### src/rtl/uart_rx_word_packer.sv
// Packs NBYTES received UART bytes into one word behind a valid/ready handshake.
// Drops partial words after a silence timeout and flags bytes lost while holding.
module uart_rx_word_packer #(
    parameter int NBITS         = 8,
    parameter int NBYTES        = 4,
    parameter int TIMEOUT_TICKS = 2048
) (
    input  logic                    clk,
    input  logic                    rst,
    input  logic                    i_baud_rate,
    input  logic                    i_rx_done,
    input  logic [NBITS-1:0]        i_rx_data,
    input  logic                    i_word_ready,
    output logic [NBITS*NBYTES-1:0] o_word,
    output logic                    o_word_valid,
    output logic                    o_timeout,
    output logic                    o_overrun
);
    localparam int WW = NBITS * NBYTES;
    localparam int CW = $clog2(NBYTES);
    localparam int TW = $clog2(TIMEOUT_TICKS + 1);
    localparam logic [CW-1:0] LAST = CW'(NBYTES - 1);
    localparam logic [TW-1:0] TERM = TW'(TIMEOUT_TICKS - 1);

    typedef enum logic {COLLECT, HOLD} state_t;

    state_t        state_q, state_n;
    logic [CW-1:0] cnt_q, cnt_n;
    logic [TW-1:0] tcnt_q, tcnt_n;
    logic [WW-1:0] word_q, word_n;
    logic          to_q, to_n;
    logic          ov_q, ov_n;

    always_ff @(posedge clk) begin
        if (!rst) begin
            state_q <= COLLECT;
            cnt_q   <= '0;
            tcnt_q  <= '0;
            word_q  <= '0;
            to_q    <= 1'b0;
            ov_q    <= 1'b0;
        end else begin
            state_q <= state_n;
            cnt_q   <= cnt_n;
            tcnt_q  <= tcnt_n;
            word_q  <= word_n;
            to_q    <= to_n;
            ov_q    <= ov_n;
        end
    end

    always_comb begin
        state_n = state_q;
        cnt_n   = cnt_q;
        tcnt_n  = tcnt_q;
        word_n  = word_q;
        to_n    = 1'b0;
        ov_n    = 1'b0;
        unique case (state_q)
            COLLECT: begin
                if (i_rx_done) begin
                    word_n[cnt_q*NBITS +: NBITS] = i_rx_data;
                    tcnt_n = '0;
                    if (cnt_q == LAST) begin
                        cnt_n   = '0;
                        state_n = HOLD;
                    end else begin
                        cnt_n = cnt_q + 1'b1;
                    end
                end else if (cnt_q != '0 && i_baud_rate) begin
                    // A byte arriving on the terminal tick takes the branch above.
                    if (tcnt_q == TERM) begin
                        cnt_n  = '0;
                        tcnt_n = '0;
                        word_n = '0;
                        to_n   = 1'b1;
                    end else begin
                        tcnt_n = tcnt_q + 1'b1;
                    end
                end
            end
            HOLD: begin
                if (i_word_ready) begin
                    state_n = COLLECT;
                    if (i_rx_done) begin
                        word_n[NBITS-1:0] = i_rx_data;
                        cnt_n  = CW'(1);
                        tcnt_n = '0;
                    end
                end else if (i_rx_done) begin
                    ov_n = 1'b1;
                end
            end
        endcase
    end

    assign o_word       = word_q;
    assign o_word_valid = (state_q == HOLD);
    assign o_timeout    = to_q;
    assign o_overrun    = ov_q;
endmodule
### config.mk
export PLATFORM = sky130hd
export DESIGN_NAME = uart_rx_word_packer
export DESIGN_NICKNAME = d
export VERILOG_FILES = /design/src/rtl/uart_rx_word_packer.sv
export SDC_FILE = /design/constraint.sdc
export NUM_CORES = 1
export LEC_CHECK = 0
export ABC_AREA = 1
export CAP_MARGIN = 20
export CORE_UTILIZATION = 35
export DETAILED_ROUTE_END_ITERATION = 6
export SKIP_CTS_REPAIR_TIMING = 1
export SYNTH_ARGS = -nofsm -noshare
export SYNTH_HDL_FRONTEND = slang
export SYNTH_SLANG_ARGS = --single-unit
### constraint.sdc
create_clock -name clk -period 2.6 [get_ports clk]
set_input_delay 0.39 -clock clk [delete_from_list [all_inputs] [get_ports clk]]
set_output_delay 0.39 -clock clk [all_outputs]
set_load 0.005 [all_outputs]
==> results.cfg, run 1 <==
[hold_path]
min_path_type = reg2reg

[route]
wl_met3_um = 307
drt_iter0_drc = 141
wl_met2_mm = 2.61
wirelength_mm = 5.84
post_drt_wl_per_cell_um = 11.5
viasPerCell = 4.70
ant_nets = 0
met1_length_mm = 2.86
routed.top_layer = met4
firstDrtPassIters = 4
drc = 0
vias = 2378

[die]
die_w_um = 86.6
die_h_um = 86.6
io_pins = 48
num_rows = 30
core_mm2 = 0.00687
start_util = 0.365
dieArea_mm2 = 0.00750

[pwr]
p_switching_w = 0.000387
p_sw_frac = 0.272
combPwrFrac = 0.148
p_int_w = 0.00104
pwr-share-seq = 0.544
p_total_w = 0.00142
clock_power_share = 0.308
ir_worst_vdd_v = 0.000219
p_per_area_mw_per_mm2 = 454
leakage_nw = 1.14

[sta]
period_needed_ns = 2.08
setup_viol = 0
max_slew_margin = 0.431
drv_slew = 0
hold_ws_ns = 0.462
clock.fmax_mhz = 481
worstMarginPinSlew_ns = 0.853
fin_skew_ns = 0.00937
hold_violations = 0
tns_ns = 0
rsz0062_at_grt = false
fin_crit_sh = 0.800

[global_route]
grt_pass1_wl_mm = 9.85
grt_max_degree = 23
grt_overflow = 0
antenna_found_initial = 0
track_usage = 0.166
grt_pass1_vias = 2171

[job]
drv_cap = 0

[placement]
gp_congestion = 0.889
dpl.hpwl_mm = 4.47
port_buffers = 47
dpl_cell_area_mm2 = 0.00305

[setup_path]
crit_fanout = 22
critPathLaunchType = register
crit_start = cnt_q[1]$_SDFFE_PN0P_
crit_end = tcnt_q[7]$_SDFFE_PN0P_
worst_r2r_endpoint = tcnt_q[7]$_SDFFE_PN0P_
worstSetupEndpointType = register
r2r_start = cnt_q[1]$_SDFFE_PN0P_
r2r_slack_ns = 0.52
reg2regPathDepth = 8
worstPathArrival_ns = 2.31
crit_required_ns = 2.83
critPathKind = reg2reg

[clocking]
clkSinkCount = 49
cts_buffer_depth = 2
clk_latency_ns = 0.30
htreeDepth = 2
clk_pin_slew_ns = 0.08
numCtsBuffers = 5
clockRootBuffer = clkbuf_8
cts_tree = done

[final_layout]
drive_gt1_frac = 0.0707
layout.nets = 429
layout.cells.most_common = nand2_1
nFillCells = 732
final_cell_area_mm2 = 0.00313
diodes = 0
area_delta_synth_final_pct = 24.9
layout_common_cells = 87 x nand2_1, 52 x nor2_1, 49 x dfxtp_1, 47 x clkdlybuf4s50_1, 43 x inv_1

[yosys]
avgSynthCellArea_um2 = 6.87
synth_cells = 365
ys_types = 30
seq_area_frac_synth = 0.391
syn_area_mm2 = 0.00251
synth_nets = 385
ys_ff_latch = 49
ys_warn_count = 0

[status]
status = finished, final reports clean
==> critical path: stages (launching register included) <==
cell,delay [ns]
dfxtp_1,0.42
inv_1,0.11
ha_1,0.21
inv_1,0.07
nand3_1,0.18
o21ai_2,0.40
nand3_1,0.18
or2_2,0.32
a21oi_1,0.13
==> flip-flops by register name, indices dropped and copies added (netlist names) <==
| name | cells |
|---|---|
| o_word | 32 |
| cnt_q | 2 |
| o_overrun | 1 |
| o_word_valid | 1 |
| tcnt_q | 12 |
| o_timeout | 1 |
==> per-layer routing <==
layer	up-vias	GRT usage
met5	-	0
met4	0	0.0455
met3	7	0.0343
met2	56	0.276
met1	1056	0.219
li1	1259	-
==> area by class of cell <==
type                    count  area [µm²]  share of cell area
well taps                  96         120              0.0384
clock buffers               6        72.6              0.0232
clock inverters             2        10.0             0.00320
inverters                  45         169              0.0540
repair buffers             52         508               0.162
multi-input cells         256        1270               0.406
flip-flops and latches     49         981               0.313
==> power groups by stage <==
| stage | logic [W] | clock network (W) | registers, W |
|---|---|---|---|
| finish | 0.000210 | 0.000438 | 0.000774 |
| global route | 0.000237 | 0.000476 | 0.000776 |
| CTS | 0.000212 | 0.000456 | 0.000774 |
| detailed placement | 0.000210 | 0 | 0.000792 |
| global placement | 0.000209 | 0 | 0.000792 |
| floorplan | 0.000135 | 0 | 0.000793 |
==> synthesized netlist by cell type, drive strengths merged <==
cell | count | area [µm²]
xnor2 | 1 | 8.76
or2 | 4 | 25.0
nand3b | 2 | 15.0
nor4 | 1 | 6.26
clkbuf | 7 | 26.3
inv | 45 | 169
buf | 8 | 60.1
and2 | 1 | 6.26
xor2 | 3 | 26.3
nor2 | 54 | 208
o21bai | 1 | 7.51
nand4 | 28 | 175
a21oi | 31 | 155
nand2 | 92 | 368
nand3 | 16 | 100
o21a | 1 | 7.51
nor3 | 9 | 45.0
ha | 7 | 87.6
o21ai | 5 | 28.8
dfxtp | 49 | 981
==> how the worst min path moves through the flow <==
stage | end | start | slack (ns) | depth (start not counted)
after floorplan | o_word[11]$_SDFFE_PN0P_ | o_word[11]$_SDFFE_PN0P_ | 0.46 | 2
after global placement | o_word[20]$_SDFFE_PN0P_ | o_word[20]$_SDFFE_PN0P_ | 0.45 | 2
after detailed placement | o_word[22]$_SDFFE_PN0P_ | o_word[22]$_SDFFE_PN0P_ | 0.45 | 2
after CTS | o_word[22]$_SDFFE_PN0P_ | o_word[22]$_SDFFE_PN0P_ | 0.47 | 2
after global routing | o_word[16]$_SDFFE_PN0P_ | o_word[16]$_SDFFE_PN0P_ | 0.48 | 2
final | o_word[22]$_SDFFE_PN0P_ | o_word[22]$_SDFFE_PN0P_ | 0.46 | 2
==> through the flow <==
step | util | cells | worst slack [ns]
3_5_place_dp | 0.444 | 498 | 0.264
2_1_floorplan | - | 365 | 0.995
6_report | 0.456 | 506 | 0.519
5_1_grt | 0.456 | 506 | 0.303
3_3_place_gp | 0.444 | 498 | 0.312
4_1_cts | 0.456 | 506 | 0.531
==> cells by family after synthesis <==
family	synth area share
buf+inv	0.102
compound gates	0.0794
simple gates	0.378
xor+xnor	0.0140
flops	0.391
fa+ha+maj	0.0349
Power figures use the tool's default switching activity.
==> run 2: changes to the inputs <==
==> constraint.sdc (replaced) <==
create_clock -name clk -period 1.95 [get_ports clk]
set_input_delay 0.2925 -clock clk [delete_from_list [all_inputs] [get_ports clk]]
set_output_delay 0.2925 -clock clk [all_outputs]
set_load 0.005 [all_outputs]
==> results.cfg, run 2 (synthesized netlist as in run 1, its figures left out) <==
[clocking]
numCtsBuffers = 5
clkSinkCount = 49
cts_buffer_depth = 2
clk_latency_ns = 0.30
clockRootBuffer = clkbuf_8
clk_pin_slew_ns = 0.09
htreeDepth = 2
cts_tree = done

[setup_path]
critPathLaunchType = register
crit_start = cnt_q[0]$_SDFFE_PN0P_
crit_required_ns = 2.13
r2r_start = cnt_q[0]$_SDFFE_PN0P_
worst_r2r_endpoint = o_word[30]$_SDFFE_PN0P_
r2r_slack_ns = 0.12
crit_fanout = 9
crit_end = o_word[30]$_SDFFE_PN0P_
worstPathArrival_ns = 2.01
worstSetupEndpointType = register
critPathKind = reg2reg
reg2regPathDepth = 9

[global_route]
antenna_found_initial = 0
grt_max_degree = 22
grt_pass1_vias = 2207
grt_pass1_wl_mm = 10.2
grt_overflow = 0
track_usage = 0.172

[die]
die_h_um = 86.6
core_mm2 = 0.00687
dieArea_mm2 = 0.00750
die_w_um = 86.6
start_util = 0.365
io_pins = 48
num_rows = 30

[route]
post_drt_wl_per_cell_um = 11.9
drt_iter0_drc = 104
firstDrtPassIters = 4
viasPerCell = 4.64
drc = 0
ant_nets = 0
wirelength_mm = 6.13
vias = 2395

[final_layout]
layout_common_cells = 87 x nand2_1, 52 x nor2_1, 49 x dfxtp_1, 47 x clkdlybuf4s50_1, 43 x inv_1
largest_reg_flops = 32
utilization = 0.474
final_cell_area_mm2 = 0.00326
diodes = 0
multiInputGateArea_mm2 = 0.00129
layout.nets = 439
drive_gt1_frac = 0.0952
register_area_um2 = 981
area_delta_synth_final_pct = 30.1
nFillCells = 704
layout.cells.most_common = nand2_1

[sta]
setup_viol = 0
rsz0062_at_grt = false
hold_violations = 0
tns_ns = 0
fin_skew_ns = 0.00803
clock.fmax_mhz = 547
period_needed_ns = 1.83
max_slew_margin = 0.768
drv_slew = 0
fin_crit_sh = 0.937
worstMarginPinSlew_ns = 0.346

[job]
drv_cap = 0

[hold_path]
min_path_type = reg2reg

[pwr]
p_total_w = 0.00209
leakage_nw = 1.21
ir_worst_vdd_v = 0.000286
p_per_area_mw_per_mm2 = 642

[placement]
port_buffers = 47
gp_congestion = 0.930
dpl_cell_area_mm2 = 0.00312
dpl.hpwl_mm = 4.63

[status]
status = finished, final reports clean
-- run 2: layout make-up --
type,count,share of cell area
clock buffer,7,0.0265
clock inverter,1,0.00921
inverter,45,0.0518
multi-input combinational,256,0.396
sequential,49,0.301
tap,96,0.0369
timing repair buffer,62,0.179
-- run 2: report_power, final --
part	switching [W]	total, W	internal [W]
Sequential	0.0000104	0.00103	0.00102
Combinational	0.000180	0.000308	0.000128
Clock	0.000335	0.000754	0.000419
-- run 2: metal layers --
layer  part of all wire  vias up  GRT usage
met1               0.50     1064      0.236
met5                  0        -          0
met2               0.45       45      0.276
met4              0.012        0     0.0409
li1                   -     1279          -
met3              0.036        7     0.0352
-- run 2: through the flow --
step                      cells  hold slack, ns  worst slack, ns
after CTS                   516           0.465            0.121
after global placement      508           0.454           0.0373
after global routing        516           0.484           0.0185
after detailed placement    508           0.453        0.0000953
after floorplan             365           0.430            0.345
final                       516           0.461            0.122
-- run 2: how the worst min path moves through the flow --
stage / from / end / cells after the start
after global routing: o_word[29]$_SDFFE_PN0P_ / o_word[29]$_SDFFE_PN0P_ / 2
final: o_word[17]$_SDFFE_PN0P_ / o_word[17]$_SDFFE_PN0P_ / 2
after floorplan: rst / o_word[9]$_SDFFE_PN0P_ / 2
after global placement: o_word[17]$_SDFFE_PN0P_ / o_word[17]$_SDFFE_PN0P_ / 2
after detailed placement: o_word[17]$_SDFFE_PN0P_ / o_word[17]$_SDFFE_PN0P_ / 2
after CTS: o_word[17]$_SDFFE_PN0P_ / o_word[17]$_SDFFE_PN0P_ / 2
-- run 2: critical path, stage by stage (launching register included) --
cell and delay [ns]:
dfxtp_1 0.35, inv_1 0.10, ha_1 0.22, inv_1 0.08, nand3_1 0.20, nand2_2 0.27, buf_4 0.18, nand3_2 0.15
nand2_1 0.10, a21oi_1 0.06
==> run 3: changes to the inputs <==
--- a/config.mk
+++ b/config.mk
@@ -7,8 +7,10 @@
 export LEC_CHECK = 0
 export ABC_AREA = 1
 export CAP_MARGIN = 20
-export CORE_UTILIZATION = 35
+export CORE_UTILIZATION = 55
+export CTS_CLUSTER_DIAMETER = 80
 export DETAILED_ROUTE_END_ITERATION = 6
+export PLACE_DENSITY = 0.84
 export SKIP_CTS_REPAIR_TIMING = 1
 export SYNTH_ARGS = -nofsm -noshare
 export SYNTH_HDL_FRONTEND = slang
==> constraint.sdc (replaced) <==
create_clock -name clk -period 2.2 [get_ports clk]
set_input_delay 0.33 -clock clk [delete_from_list [all_inputs] [get_ports clk]]
set_output_delay 0.33 -clock clk [all_outputs]
set_load 0.005 [all_outputs]
==> results.cfg, run 3 (synthesized netlist as in run 1, its figures left out) <==
[pwr]
ir_worst_vdd_v = 0.000503
pwr-share-seq = 0.513
p_per_area_mw_per_mm2 = 570
p_sw_frac = 0.249
clock_power_share = 0.343
leakage_nw = 1.17
p_total_w = 0.00178
p_switching_w = 0.000444
p_int_w = 0.00134
combPwrFrac = 0.145

[final_layout]
area_delta_synth_final_pct = 25.0
drive_gt1_frac = 0.0777
layout.nets = 432
nFillCells = 363
diodes = 0
layout.cells.most_common = nand2_1
layout_common_cells = 87 x nand2_1, 52 x nor2_1, 49 x dfxtp_1, 47 x clkdlybuf4s50_1, 43 x inv_1
largest_reg_flops = 32
stdcell_count = 464

[setup_path]
worstPathArrival_ns = 2.05
crit_fanout = 22
r2r_start = cnt_q[1]$_SDFFE_PN0P_
r2r_slack_ns = 0.38
crit_start = cnt_q[1]$_SDFFE_PN0P_
critPathLaunchType = register
crit_required_ns = 2.43
critPathKind = reg2reg
worstSetupEndpointType = register

[hold_path]
min_path_type = reg2reg
holdCritStartpoint = o_word[23]$_SDFFE_PN0P_

[placement]
dp_cells = 457
gp_congestion = 0.940
dpl.hpwl_mm = 4.21
port_buffers = 47
pre_cts_ws_ns = 0.291

[route]
drt_iter0_drc = 146
vias = 2404
drc = 0
post_drt_wl_per_cell_um = 12.1
wirelength_mm = 5.61
firstDrtPassIters = 4
viasPerCell = 5.18
ant_nets = 0

[sta]
fin_skew_ns = 0.00680
fin_ws_ns = 0.385
fin_crit_sh = 0.825
tns_ns = 0
max_slew_margin = 0.633
drv_slew = 0
clock.fmax_mhz = 551
hold_ws_ns = 0.466
period_needed_ns = 1.82
rsz0062_at_grt = false
hold_violations = 0
worstMarginPinSlew_ns = 0.549
setup_viol = 0

[global_route]
grt_pass1_wl_mm = 9.73
grt_overflow = 0
grt_pass1_vias = 2180
grt_max_degree = 23
track_usage = 0.246
antenna_found_initial = 0

[clocking]
clk_pin_slew_ns = 0.08
numCtsBuffers = 5
clk_latency_ns = 0.30
clockRootBuffer = clkbuf_8
cts_tree = done
cts_buffer_depth = 2
clkSinkCount = 49
htreeDepth = 2

[die]
dieArea_mm2 = 0.00483
start_util = 0.576
io_pins = 48
die_h_um = 69.5
num_rows = 24
die_w_um = 69.5
core_mm2 = 0.00435

[job]
drv_cap = 0

[status]
status = finished, final reports clean
## run 3: changes by cell type in the layout (fill, tap and decap cells not counted), sizes merged
cell	previous run	this run
buf	15	8
clkbuf	7	5
clkinv	0	1
## run 3: cell type report
type                            instances  area [µm²]  area share
Inverter                               45         169      0.0539
Tap cell                               52        65.1      0.0208
Clock inverter                          2        35.0      0.0112
Multi-Input combinational cell        256        1270       0.406
Clock buffer                            5        68.8      0.0220
Timing Repair Buffer                   55         543       0.173
Sequential cell                        49         981       0.313
## run 3: power groups by stage
stage               Combinational [W]  Sequential [W]  Clock, W
CTS                          0.000257        0.000915  0.000627
detailed placement           0.000255        0.000936         0
finish                       0.000258        0.000915  0.000612
floorplan                    0.000159        0.000937         0
global route                 0.000288        0.000918  0.000663
global placement             0.000251        0.000935         0
## run 3: worst max-delay path, stage by stage, from the launching register on
cell	delay, ns
dfxtp_1	0.41
inv_1	0.10
ha_1	0.20
inv_1	0.07
nand3_1	0.15
o21ai_2	0.13
buf_12	0.18
nand3_1	0.09
or2_2	0.29
a21oi_1	0.11
## run 3: metal layers
layer  track usage  up-vias  wire (µm)
li1              -     1262          -
met1         0.332     1072       2680
met2         0.393       58       2580
met3        0.0552       12        243
met4        0.0703        0        107
met5             0        -          0
## run 3: per-stage QoR
stage,utilization,area [µm²]
5_1_grt,0.719,3130
6_report,0.719,3130
3_5_place_dp,0.695,3030
4_1_cts,0.719,3130
2_1_floorplan,-,2510
3_3_place_gp,0.695,3030
## run 3: final timing paths
| path | end | depth (start not counted) |
|---|---|---|
| setup reg to reg | tcnt_q[7]$_SDFFE_PN0P_ | 9 |
| hold reg to reg | o_word[23]$_SDFFE_PN0P_ | 2 |
| setup / recovery | tcnt_q[7]$_SDFFE_PN0P_ | 9 |
| hold / removal | o_word[23]$_SDFFE_PN0P_ | 2 |
